$ cat config.mk
export PLATFORM = sky130hd
export DESIGN_NAME = tanh_backward_module_flat
export DESIGN_NICKNAME = d
export VERILOG_FILES = /design/src/rtl/tanh_backward_if.sv /design/src/rtl/tanh_backward_module.sv /design/src/flat_wrapper.sv
export SDC_FILE = /design/constraint.sdc
export NUM_CORES = 1
export LEC_CHECK = 0
export ABC_AREA = 0
export BUFFER_PORTS_ARGS = -buffer_cell sky130_fd_sc_hd__buf_2
export CORE_MARGIN = 2
export CORE_UTILIZATION = 67
export CTS_BUF_LIST = sky130_fd_sc_hd__clkbuf_4
export DETAILED_ROUTE_END_ITERATION = 16
export PLACE_DENSITY = 0.94
export SLEW_MARGIN = 20
export SYNTH_ARGS = -nofsm -noshare
export SYNTH_HDL_FRONTEND = slang
export SYNTH_SLANG_ARGS = --single-unit
$ cat constraint.sdc
create_clock -name clk -period 8.5 [get_ports clk]
set_clock_uncertainty 0.2 [all_clocks]
set_input_delay 1.275 -clock clk [delete_from_list [all_inputs] [get_ports clk]]
set_output_delay 1.275 -clock clk [all_outputs]
set_load 0.02 [all_outputs]
$ cat src/rtl/tanh_backward_if.sv
// Streaming valid/ready bundle for tanh_backward_module.
// Input pair (y, grad) in, input gradient out.
interface tanh_backward_if #(
    parameter int DATA_W = 16
);
    logic              in_valid;
    logic              in_ready;
    logic [DATA_W-1:0] y_data;
    logic [DATA_W-1:0] grad_data;
    logic              out_valid;
    logic              out_ready;
    logic [DATA_W-1:0] out_data;

    modport master (
        output in_valid,
        output y_data,
        output grad_data,
        output out_ready,
        input  in_ready,
        input  out_valid,
        input  out_data
    );

    modport slave (
        input  in_valid,
        input  y_data,
        input  grad_data,
        input  out_ready,
        output in_ready,
        output out_valid,
        output out_data
    );
endinterface

$ cat src/rtl/tanh_backward_module.sv
// Tanh backward: out = grad * (1 - y*y), 3-stage elastic pipeline.
// Define TANH_BWD_ROUND_EN for round-half-up shifts (default: truncate).
module tanh_backward_module #(
    parameter int DATA_W = 16,
    parameter int FRAC_W = 12
) (
    input  logic            clk,
    input  logic            rst,
    tanh_backward_if.slave  bus
);
    localparam int SQ_W = 2 * DATA_W;
    localparam int P_W  = 2 * DATA_W + 1;
    localparam int OM_W = DATA_W + 1;

    localparam logic [SQ_W-1:0] ONE_SQ = SQ_W'(1) << FRAC_W;
`ifdef TANH_BWD_ROUND_EN
    localparam logic [SQ_W-1:0]        RND_SQ = SQ_W'(1) << (FRAC_W - 1);
    localparam logic signed [P_W-1:0]  RND_P  = P_W'(1) << (FRAC_W - 1);
`else
    localparam logic [SQ_W-1:0]        RND_SQ = '0;
    localparam logic signed [P_W-1:0]  RND_P  = '0;
`endif

    logic              v1, v2, v3;
    logic [SQ_W-1:0]   sq1;
    logic [DATA_W-1:0] g1, g2;
    logic [OM_W-1:0]   om2;
    logic [DATA_W-1:0] d3;

    logic              ready1, ready2, ready3;
    logic signed [SQ_W-1:0] y_sq;
    logic [SQ_W-1:0]   sq_rnd, sq_sh;
    logic [OM_W-1:0]   om_nxt;
    logic signed [P_W-1:0]  p, ps;
    logic [DATA_W-1:0] out_nxt;

    // A stage may load when empty or when its content moves on.
    assign ready3      = !v3 || bus.out_ready;
    assign ready2      = !v2 || ready3;
    assign ready1      = !v1 || ready2;
    assign bus.in_ready  = !rst && ready1;
    assign bus.out_valid = v3;
    assign bus.out_data  = d3;

    // Datapath: square, clamped complement, scale.
    always_comb begin
        y_sq    = $signed(bus.y_data) * $signed(bus.y_data);
        sq_rnd  = sq1 + RND_SQ;
        sq_sh   = sq_rnd >> FRAC_W;
        om_nxt  = '0;
        if (sq_sh < ONE_SQ) begin
            om_nxt = OM_W'(ONE_SQ - sq_sh);
        end
        p       = $signed(g2) * $signed({1'b0, om2});
        ps      = (p + RND_P) >>> FRAC_W;
        out_nxt = DATA_W'(ps);
    end

    // Stage registers; stalled stages hold valid and data.
    always_ff @(posedge clk) begin
        if (rst) begin
            v1  <= 1'b0;
            v2  <= 1'b0;
            v3  <= 1'b0;
            sq1 <= '0;
            g1  <= '0;
            g2  <= '0;
            om2 <= '0;
            d3  <= '0;
        end else begin
            if (ready1) begin
                v1 <= bus.in_valid;
                if (bus.in_valid) begin
                    sq1 <= $unsigned(y_sq);
                    g1  <= bus.grad_data;
                end
            end
            if (ready2) begin
                v2 <= v1;
                if (v1) begin
                    om2 <= om_nxt;
                    g2  <= g1;
                end
            end
            if (ready3) begin
                v3 <= v2;
                if (v2) begin
                    d3 <= out_nxt;
                end
            end
        end
    end
endmodule

$ cat src/flat_wrapper.sv
// flat-port wrapper written by rule: the top's interface ports become plain ports
module tanh_backward_module_flat 
#(
    parameter int DATA_W = 16,
    parameter int FRAC_W = 12
)
  (clk, rst, bus_in_valid, bus_y_data, bus_grad_data, bus_out_ready, bus_in_ready, bus_out_valid, bus_out_data);
  tanh_backward_if #(.DATA_W(DATA_W)) bus_i ();
  input  logic clk;
  input  logic rst;
  input wire logic [$bits(bus_i.in_valid)-1:0] bus_in_valid;
  input wire logic [$bits(bus_i.y_data)-1:0] bus_y_data;
  input wire logic [$bits(bus_i.grad_data)-1:0] bus_grad_data;
  input wire logic [$bits(bus_i.out_ready)-1:0] bus_out_ready;
  output wire logic [$bits(bus_i.in_ready)-1:0] bus_in_ready;
  output wire logic [$bits(bus_i.out_valid)-1:0] bus_out_valid;
  output wire logic [$bits(bus_i.out_data)-1:0] bus_out_data;
  assign bus_i.in_valid = bus_in_valid;
  assign bus_i.y_data = bus_y_data;
  assign bus_i.grad_data = bus_grad_data;
  assign bus_i.out_ready = bus_out_ready;
  assign bus_in_ready = bus_i.in_ready;
  assign bus_out_valid = bus_i.out_valid;
  assign bus_out_data = bus_i.out_data;
  tanh_backward_module #(.DATA_W(DATA_W), .FRAC_W(FRAC_W)) u_core (.clk(clk), .rst(rst), .bus(bus_i));
endmodule
### Word level (Yosys, flattened, before mapping)

Index checks and enable logic that the tools add are counted.

* register bits after elaboration: 100
* bits of input ports: 36
* output and inout bits: 18
* word-level logic and storage cells: 24

* add/subtract/negate cells: 1
* $mul: 2
* magnitude comparators: 1
* muxes and demuxes: 1
* reductions and logical operators: 11

Operator list (count)
* 16-bit by 16-bit multiplier with 32-bit output: 1
* 16-bit by 18-bit multiplier with 28-bit output: 1
* 20-bit by 13-bit < comparator with 1-bit output, second input constant: 1
* 17-bit 2-to-1 mux: 1
* 13-bit by 17-bit subtractor with 17-bit output, first input constant: 1
* 2-bit AND reduction: 3
* 1-bit logical NOT: 4
* 1-bit logical OR: 3
* 1-bit logical AND: 1

### Depth between registers and ports, before layout

* word-level depth: 5
* depth in mapped cells: 24
* depth with buffers taken out: 23

### Least setup slack after synthesis

OpenSTA, ideal clock, no wires.

* kind: input to register
* start: input bus_y_data[15]
* end: register u_core.sq1[31]
* setup time: 88 ps
* arrival: 7084 ps
* data required time: 8212 ps
* path slack: 1128 ps
* stages: 21
* buffers on the path: 2
* path through: clkbuf_1 -> buf_1 -> nand2_1 -> fa_1 -> inv_1 -> fa_1 -> fa_1 -> fa_1 -> fa_1 -> inv_1 -> fa_1 -> inv_1 -> ha_1 -> a21oi_1 -> nor2_1 -> nor2_1 -> o21ai_1 -> a31oi_1 -> a21oi_2 -> or4_1 -> a311oi_2

* cells in the longest elaborated chain, start to end: 1

Ends and longest elaborated chain
* from (decl): line flat_wrapper.sv:12 `input wire logic [$bits(bus_i.y_data)-1:0] bus_y_data;`
* 16-bit by 16-bit multiplier with 32-bit output: line tanh_backward_module.sv:47 `y_sq = $signed(bus.y_data) * $signed(bus.y_data);`
* to (signal assigned): line tanh_backward_module.sv:74 `sq1 <= $unsigned(y_sq);`
* to (decl): line tanh_backward_module.sv:25 `logic [SQ_W-1:0] sq1;`

Every way passes these cells.
A chain may end at the register's enable or synchronous reset.

### Worst setup path after layout

* start: input bus_y_data[2]
* end: register u_core.sq1[31]

Same word-level chain as after synthesis.

==> impl_results.md <==
- Num ports: 54
- Die area: approximately 31000 sq um
- Startpoint Class: input pin
- Post-CTS setup buffer count: 0
- Warnings, synthesis: 0
- Worst r2r src: u_core.om2[10]$_SDFFE_PP0P_
- Rows: 63
- TritonRoute pass-1 iters: 6
- Setup crit end kind: flop
- CP Launch Point: bus_y_data[2]
- Total wire length: between 40000 and 50000 um
- Crit path time final: 7.29 ns
- Routability Congestion: around 0.92
- Setup CP Type: input pin to flop
- Total track usage: a little under a third
- Starting DRT DRC Count: 986
- First-pass GRT wire length: around 80000 um
- WP data arrival: roughly 7.5 ns
- Worst Tran Pin Value: a little over 1 ns
- Setup slack, reg-to-reg: between 1.5 and 2 ns
- GRT overflow: 0
- Ant. Diodes: 0
- Worst Hold Launch: u_core.g1[14]$_SDFFE_PP0P_
- Psw: roughly 0.0039 W
- Syn Inst Count: approximately 2300
- Layout cells sized above 1: under 10%
- Clk buf depth: 2
- Peak VDD IR: roughly 0.85 mV
- Number of setup violations in the final report: 0
- Static Leak: approximately 11 nW
- Vias in the first global route: between 15000 and 20000
- Core ar.: approximately 30000 sq um
- Seq cells post-synth: 88
- Combinational power share: 88.7%
- Highest clock rate: 137 MHz
- Internal power: 0.00314 W
- Largest net degree at the start of global routing: 80
- Synth Flop Type: dfxtp_1
- Sequential element share of the synthesized area: roughly 8.7%
- Initial antenna violation count: 0
- Clk pwr share: between 3 and 4%
- Vias per cell: roughly 5.7
- Dominant cells by area after synthesis: fa_1, ha_1, inv_1
- Slew headroom: approximately a third
- Synth top area share: between 40 and 50%
- H-tree Lvls: 3
- Outcome: finished clean
- Switching share of power: ~55%
- Worst hold path type: flop to flop
- Starting Density: 68.0%
- Data required, critical path: roughly 8.7 ns
- Sequential fraction of design power: under 10%
- Die X: ~180 um
- Final #Nets: 2917
- Cell area after synthesis: between 20000 and 25000 sq um
- Clock Sinks: 88
- Area leader, netlist: fa_1
- Clock slew at reported path FFs: 0.16 ns
- DRC Markers: 0
- Setup TNS: 0 ns
- Final Hold Viols: 0
- Port buffer count: 53
- RSZ-0062 raised after global routing: no
- Period Utilization, post-route: approximately 86%
- Wire per inst: roughly 17 um
- Async SR Flop Fraction: 0%
- Post-cts hold buffer count: 0
- Post-route ant nets: 0
- Max Slew Vio Count: 0
- HPWL Detailed: 37800 um
- Netlist cell types: 69
- Area growth, synth to finish: 3.22%
- Die height: approximately 180 um
- P per Cell Area: ~340 nW/um^2
- Fin util: between 70% and 80%
- Post-synth EDFFs: 0
- Post-Syn Area per Cell: slightly below 9 sq um
- Max Cap Viol: 0
- Post_cts resized: 0
- Root Buffer: clkbuf_4
- CTS Buf Count: 9
- Post-Syn Nets: just under 3000
- Vias: 15300
- TritonCTS clock tree: built
- Clk Latency, worst-skew pair: 0.48 ns
- Worst Path Max Fanout: 16
-- path summary, 6_finish.rpt --
check,endpoint,cells after the start
worst min register to register,u_core.g2[14]$_SDFFE_PP0P_,2
worst min-delay path,u_core.g2[14]$_SDFFE_PP0P_,2
worst max register to register,u_core.bus.out_data[12]$_SDFFE_PP0P_,17
worst max-delay path,u_core.sq1[31]$_SDFFE_PP0P_,20
-- placed cells by master, fill, tap and decap left out, types with 40 or more instances in the layout --
cell,instances
and2_1,161
dfxtp_1,88
ha_1,179
buf_2,53
fa_1,432
nor2_1,82
inv_1,596
nand2_1,309
a21oi_1,76
xnor2_1,40
-- power by group through the flow --
stage / registers [W] / clock network, W / logic (W)
finish: 0.000555 / 0.000240 / 0.00626
global route: 0.000561 / 0.000263 / 0.00708
CTS: 0.000551 / 0.000245 / 0.00620
detailed placement: 0.000560 / 0 / 0.00617
global placement: 0.000555 / 0 / 0.00567
floorplan: 0.000517 / 0 / 0.00484
-- flip-flops by register name, summed over array words and instances (netlist names) --
register	cells
u_core.bus.out_data	16
u_core.v1	1
u_core.v2	1
u_core.g2	16
u_core.bus.out_valid	1
u_core.g1	16
u_core.om2	17
u_core.sq1	20
-- synth_stat cells, types with 11 or more instances --
cell and number:
nor3_1 13, a21oi_1 76, xnor2_1 40, fa_1 432
nor2_1 82, a22oi_1 11, nand2b_1 17, xor2_1 17
nand3_1 12, o21ai_0 16, and2_1 161, clkbuf_1 77
ha_1 179, inv_1 596, a21o_1 16, dfxtp_1 88
nand2_1 309
-- metrics by stage --
step	cell area [sq um]	setup WS, ns	std cells	hold WS (ns)	power [W]
floorplan	20100	1.13	2283	0.232	0.00535
detailed placement	20600	0.772	2649	0.244	0.00673
CTS	20800	1.29	2665	0.260	0.00700
finish	20800	1.21	2665	0.260	0.00706
global route	20800	0.937	2665	0.284	0.00790
global placement	20600	0.924	2649	0.237	0.00622
-- cell families after synthesis --
group	after synthesis	share of synthesized area, %
adders and majority gates	611	54.0
muxes	5	0.261
DFF	88	8.74
xor gates and xnor gates	57	2.48
and+or+nand+nor	649	15.3
buffers and inverters	683	12.7
AOI/OAI and AO/OA	190	6.40
-- routing by layer --
metal | wire [um] | vias up | GRT usage [%] | share of wire (%)
li1 | - | 6726 | - | -
met1 | 16400 | 7697 | 37.3 | 36
met2 | 23300 | 684 | 56.7 | 51
met3 | 3270 | 185 | 4.65 | 7.2
met4 | 2500 | 0 | 16.2 | 5.5
met5 | 0 | - | 0 | 0
-- cell type report --
class,instances,area [sq um]
Sequential cell,88,1760
Clock inverter,7,77.6
Multi-Input combinational cell,1512,15800
Tap cell,390,488
Inverter,600,2250
Clock buffer,9,67.6
Timing Repair Buffer,59,310
Fill cell,2104,8840
-- critical path, stage by stage --
cell and delay, ns:
buf_2 0.30, inv_1 0.20, nor2_1 0.25, fa_1 0.58, fa_1 0.73, fa_1 0.50
fa_1 0.50, fa_1 0.49, inv_1 0.05, fa_1 0.48, inv_1 0.05, ha_1 0.35
a21oi_1 0.15, nor2_1 0.05, nor2_1 0.16, o21ai_1 0.12, a31oi_1 0.38, a21oi_2 0.12
or4_1 0.49, a311oi_2 0.26
No activity file was read; power rests on OpenSTA's default activity.
